## src/rtl/p2s_serializer.sv

```systemverilog
// Parallel-to-serial transmitter: takes a WIDTH-bit word over valid/ready and
// shifts it out with a generated bit clock and frame strobe.
module p2s_serializer #(
  parameter int WIDTH     = 4,
  parameter int DIV       = 2,
  parameter int MSB_FIRST = 1,
  parameter int GAP_CYC   = 0
) (
  input  logic             clk,
  input  logic             rst_n,
  input  logic [WIDTH-1:0] in_data,
  input  logic             in_valid,
  output logic             in_ready,
  output logic             ser_data,
  output logic             ser_clk,
  output logic             ser_frame,
  output logic             done
);
  localparam int BW = $clog2(WIDTH);
  localparam int DW = $clog2(DIV);
  localparam int GW = (GAP_CYC > 1) ? $clog2(GAP_CYC) : 1;
  localparam logic [BW-1:0] BIT_LAST = BW'(WIDTH - 1);
  localparam logic [DW-1:0] DIV_LAST = DW'(DIV - 1);
  localparam logic [DW-1:0] DIV_HALF = DW'(DIV / 2);
  localparam logic [GW-1:0] GAP_LAST = GW'((GAP_CYC > 0) ? GAP_CYC - 1 : 0);

  typedef enum logic [1:0] {IDLE, SHIFT, GAP} state_t;

  state_t           state_q, state_d;
  logic [WIDTH-1:0] shreg_q, shreg_d;
  logic [BW-1:0]    bit_q, bit_d;
  logic [DW-1:0]    div_q, div_d;
  logic [GW-1:0]    gap_q, gap_d;
  logic             data_q, data_d;
  logic             sclk_q, sclk_d;
  logic             frame_q, frame_d;
  logic             done_q, done_d;

  always_comb begin
    state_d = state_q;
    shreg_d = shreg_q;
    bit_d   = bit_q;
    div_d   = div_q;
    gap_d   = gap_q;
    done_d  = 1'b0;
    unique case (state_q)
      IDLE: begin
        if (in_valid) begin
          shreg_d = in_data;
          bit_d   = '0;
          div_d   = '0;
          state_d = SHIFT;
        end
      end
      SHIFT: begin
        if (div_q == DIV_LAST) begin
          div_d   = '0;
          shreg_d = (MSB_FIRST != 0) ? {shreg_q[WIDTH-2:0], 1'b0}
                                     : {1'b0, shreg_q[WIDTH-1:1]};
          bit_d   = bit_q + 1'b1;
          if (bit_q == BIT_LAST) begin
            done_d  = 1'b1;
            gap_d   = '0;
            state_d = (GAP_CYC > 0) ? GAP : IDLE;
          end
        end else begin
          div_d = div_q + 1'b1;
        end
      end
      GAP: begin
        if (gap_q == GAP_LAST) state_d = IDLE;
        else                   gap_d   = gap_q + 1'b1;
      end
      default: state_d = IDLE;
    endcase
    // Outputs are derived from next state so they register in step with it
    frame_d = (state_d == SHIFT);
    data_d  = frame_d && ((MSB_FIRST != 0) ? shreg_d[WIDTH-1] : shreg_d[0]);
    sclk_d  = frame_d && (div_d >= DIV_HALF);
  end

  always_ff @(posedge clk or negedge rst_n) begin
    if (!rst_n) begin
      state_q <= IDLE;
      shreg_q <= '0;
      bit_q   <= '0;
      div_q   <= '0;
      gap_q   <= '0;
      data_q  <= 1'b0;
      sclk_q  <= 1'b0;
      frame_q <= 1'b0;
      done_q  <= 1'b0;
    end else begin
      state_q <= state_d;
      shreg_q <= shreg_d;
      bit_q   <= bit_d;
      div_q   <= div_d;
      gap_q   <= gap_d;
      data_q  <= data_d;
      sclk_q  <= sclk_d;
      frame_q <= frame_d;
      done_q  <= done_d;
    end
  end

  assign in_ready  = (state_q == IDLE);
  assign ser_data  = data_q;
  assign ser_clk   = sclk_q;
  assign ser_frame = frame_q;
  assign done      = done_q;
endmodule

```

## config.mk

```make
export PLATFORM = sky130hd
export DESIGN_NAME = p2s_serializer
export DESIGN_NICKNAME = d
export VERILOG_FILES = /design/src/rtl/p2s_serializer.sv
export SDC_FILE = /design/constraint.sdc
export NUM_CORES = 1
export LEC_CHECK = 0
export BUFFER_PORTS_ARGS = -buffer_cell sky130_fd_sc_hd__buf_4
export CAP_MARGIN = 20
export CORE_AREA = 2 2 39 41
export CTS_CLUSTER_DIAMETER = 60
export DETAILED_ROUTE_END_ITERATION = 6
export DIE_AREA = 0 0 41 43
export PLACE_DENSITY_LB_ADDON = 0.05
export SLEW_MARGIN = 10
export SYNTH_ARGS = -nofsm -noshare
export SYNTH_HDL_FRONTEND = slang
export SYNTH_SLANG_ARGS = --single-unit
```

## constraint.sdc

```tcl
create_clock -name clk -period 1.5 [get_ports clk]
set_input_delay 0.15 -clock clk [delete_from_list [all_inputs] [get_ports clk]]
set_output_delay 0.15 -clock clk [all_outputs]
set_load 0.05 [all_outputs]
```

==> impl_metrics.csv <==
group,metric,value,unit
global_route,grt_max_degree,14,
floorplan,start_util,0.374,
clock_tree,holdBufCountCts,1,
final_layout,final_util,0.471,
pwr,power_density,1190,nW/um^2
yosys,synthXorXnorAreaFrac,0,
worst_setup_path,crit_buf_inv,0,
final_layout,antenna_cells,0,
yosys,synth_area,518,um^2
clock_tree,postCtsSetupBuffers,0,
global_route,grt_pass1_wl,1540,um
global_route,grt_use_total,0.136,
floorplan,row_count,14,
clock_tree,cts_root_buf,"clkbuf_4",
yosys,synth-compound-area-share,0.181,
timing,skew,2.28,ps
global_route,antenna_found_initial,0,
yosys,synth_mux_area_frac,0.0217,
detailed_routing,viasPerCell,5.14,
worst_setup_path,worst_path_max_delay_cell,"dfrtp_1",
clock_tree,clk_pin_slew,80,ps
floorplan,fp.dieW,41,um
yosys,synthTopCellsByCount,"dfrtp_1 (13), a22o_1 (5), nor2_1 (4)",
clock_tree,worstSkewPairLatency,270,ps
worst_setup_path,max_stage_delay,450,ps
global_route,grt_overflow,0,
timing,hold_violations,0,
worst_setup_path,cp-start-kind,"flip-flop",
timing,min_period,1380,ps
detailed_routing,final_antenna_net_count,0,
yosys,yosys.area_share.adder,0.0242,
placement,gp_congestion,0.668,
yosys,synth_edf_count,0,
yosys,synth_most_common_cell,"dfrtp_1",
worst_setup_path,required,1660,ps
final_layout,fin_cells,71,
timing,drv_slew,0,
detailed_routing,route.detailed.drc,0,
yosys,synth_fp_nets,48,
worst_setup_path,worstPathArrival,1550,ps
timing,fmax,0.722,GHz
final_layout,drive_above_1_share,0.309,
yosys,synth_area_leaders,"dfrtp_1 (63%), a22o_1 (8.5%), a311oi_1 (3.4%), a21o_1 (2.9%), nor2_1 (2.9%)",
yosys,synth_cells,40,
min_path,hold_class,"input pin to flip-flop",
floorplan,core-area,1380,um^2
timing,period_share,0.923,
detailed_routing,wl,944,um
detailed_routing,drt_iter0_drc,6,
detailed_routing,routedWlPerCell,13.3,um
yosys,async_reset_ff_frac,1.00,
yosys,syn_area_per_cell,12.9,um^2
yosys,synth_top_family_by_area,"compound AO/OA/AOI/OAI gates",
clock_tree,cts_made_buffers,3,
global_route,grt_pass1_vias,372,
pwr,p_leak,0.329,nW
placement,dp_cells,66,
placement,port_buffers,11,
timing,finalSetupTns,0,ps
worst_setup_path,endpoint_kind,"flip-flop",
worst_setup_path,crit_fanout,7,
timing,setup_viol,0,
yosys,yosys.area_share.simple,0.128,
worst_setup_path,cpLargestDelayFamily,"simple AND/OR/NAND/NOR gates",
clock_tree,clk_path_buf_depth,2,
yosys,ys_dominant_reg_cell,"dfrtp_1",
clock_tree,post_cts_resized,0,
yosys,ys_seq_area_frac,0.628,
clock_tree,cts.sinks,13,
timing,grt_setup_unrepaired,"false",
final_layout,area_growth,25.8,%
yosys,ys_ff_latch,13,
yosys,synth.largest_area_cell,"dfrtp_1",
floorplan,io_pins,12,
floorplan,die_area,1760,um^2
clock_tree,cts.htree.levels,1,
run,max_cap_viol_count,0,
detailed_routing,via_count,365,
yosys,yosysUniqueCellTypes,18,
detailed_routing,firstDrtPassIters,2,
floorplan,die_y,43,um
worst_setup_path,critical_path.cell_chain,"nor3b_2 -> nor2_2 -> mux2_2",
pwr,vdd_drop_max,0.000513,V
clock_tree,cts_tree,"done",
run_status,status,"finished clean",
yosys,synth_top_area_share,0.628,
final_layout,nNetsFinal,64,
yosys,yosysWarnings,0,
final_layout,fill_cells,127,
pwr,finalPower,0.774,mW
worst_setup_path,path_class,"flip-flop to flip-flop",
==> layout make-up <==
| cell class | count | area [um^2] | area share |
|---|---|---|---|
| well taps | 16 | 20.0 | 0.0307 |
| clock buffers | 4 | 26.3 | 0.0403 |
| repair buffers | 12 | 92.6 | 0.142 |
| multi-input cells | 26 | 188 | 0.288 |
| flip-flops and latches | 13 | 325 | 0.499 |
==> sequential cells by signal (all words and copies together), names as in the netlist <==
register / count
ser_frame: 1
div_q: 1
bit_q: 2
ser_clk: 1
done: 1
shreg_q: 4
ser_data: 1
state_q: 2
==> metrics by stage <==
stage | setup slack [ps] | instance area [um^2] | hold WS, ps
after floorplan | 255 | 518 | -146
after global placement | 172 | 616 | -1.49
after detailed placement | 107 | 616 | 1.36
after CTS | 91.8 | 652 | 92.8
after global routing | 50.5 | 652 | 91.0
final | 116 | 652 | 96.9
==> final timing paths <==
path | depth (start not counted) | start | slack, ps | endpoint
setup / recovery | 3 | state_q[0] | 120 | bit_q[0]
hold / removal | 2 | in_data[0] | 100 | shreg_q[0]
setup reg to reg | 3 | state_q[0] | 120 | bit_q[0]
hold reg to reg | 1 | shreg_q[1] | 490 | shreg_q[1]
max in group asynchronous | 2 | rst_n | 1090 | state_q[1]
min in group asynchronous | 2 | rst_n | 250 | done
==> worst register-to-register path: cells and delay by family, from the launching register on <==
kind,cells,cell delay (ps)
mux,1,280
simple gates,2,540
flops,1,450
==> cell usage in the layout, fill, tap and decap left out, drive strengths merged, types with 2 or more instances in the layout <==
cell,n
dfrtp,13
o21ai,2
buf,11
a311oi,2
nor2,5
clkbuf,4
a22o,5
a21o,2
nor3b,2
==> logic make-up (layout without fill, tap and decap cells) <==
family / Yosys count / in the layout
flip-flops: 13 / 13
AO/OA/AOI/OAI: 12 / 12
AND/OR/NAND/NOR: 11 / 11
adder cells (fa/ha/maj): 1 / 1
other: 1 / 1
multiplexers: 1 / 1
buffers and inverters: 1 / 16
==> power breakdown <==
group | switching, mW | total, mW | internal, mW
Clock | 0.112 | 0.215 | 0.103
Sequential | 0.0310 | 0.426 | 0.395
Combinational | 0.0705 | 0.133 | 0.0629
==> metal layers <==
metal	vias up	global-route usage	part of all wire
met2	11	0.200	0.50
met1	179	0.162	0.43
met5	-	0	0
met3	2	0.0471	0.063
met4	0	0.0800	0.0042
li1	173	-	-
No activity file was read; power rests on OpenSTA's default activity.
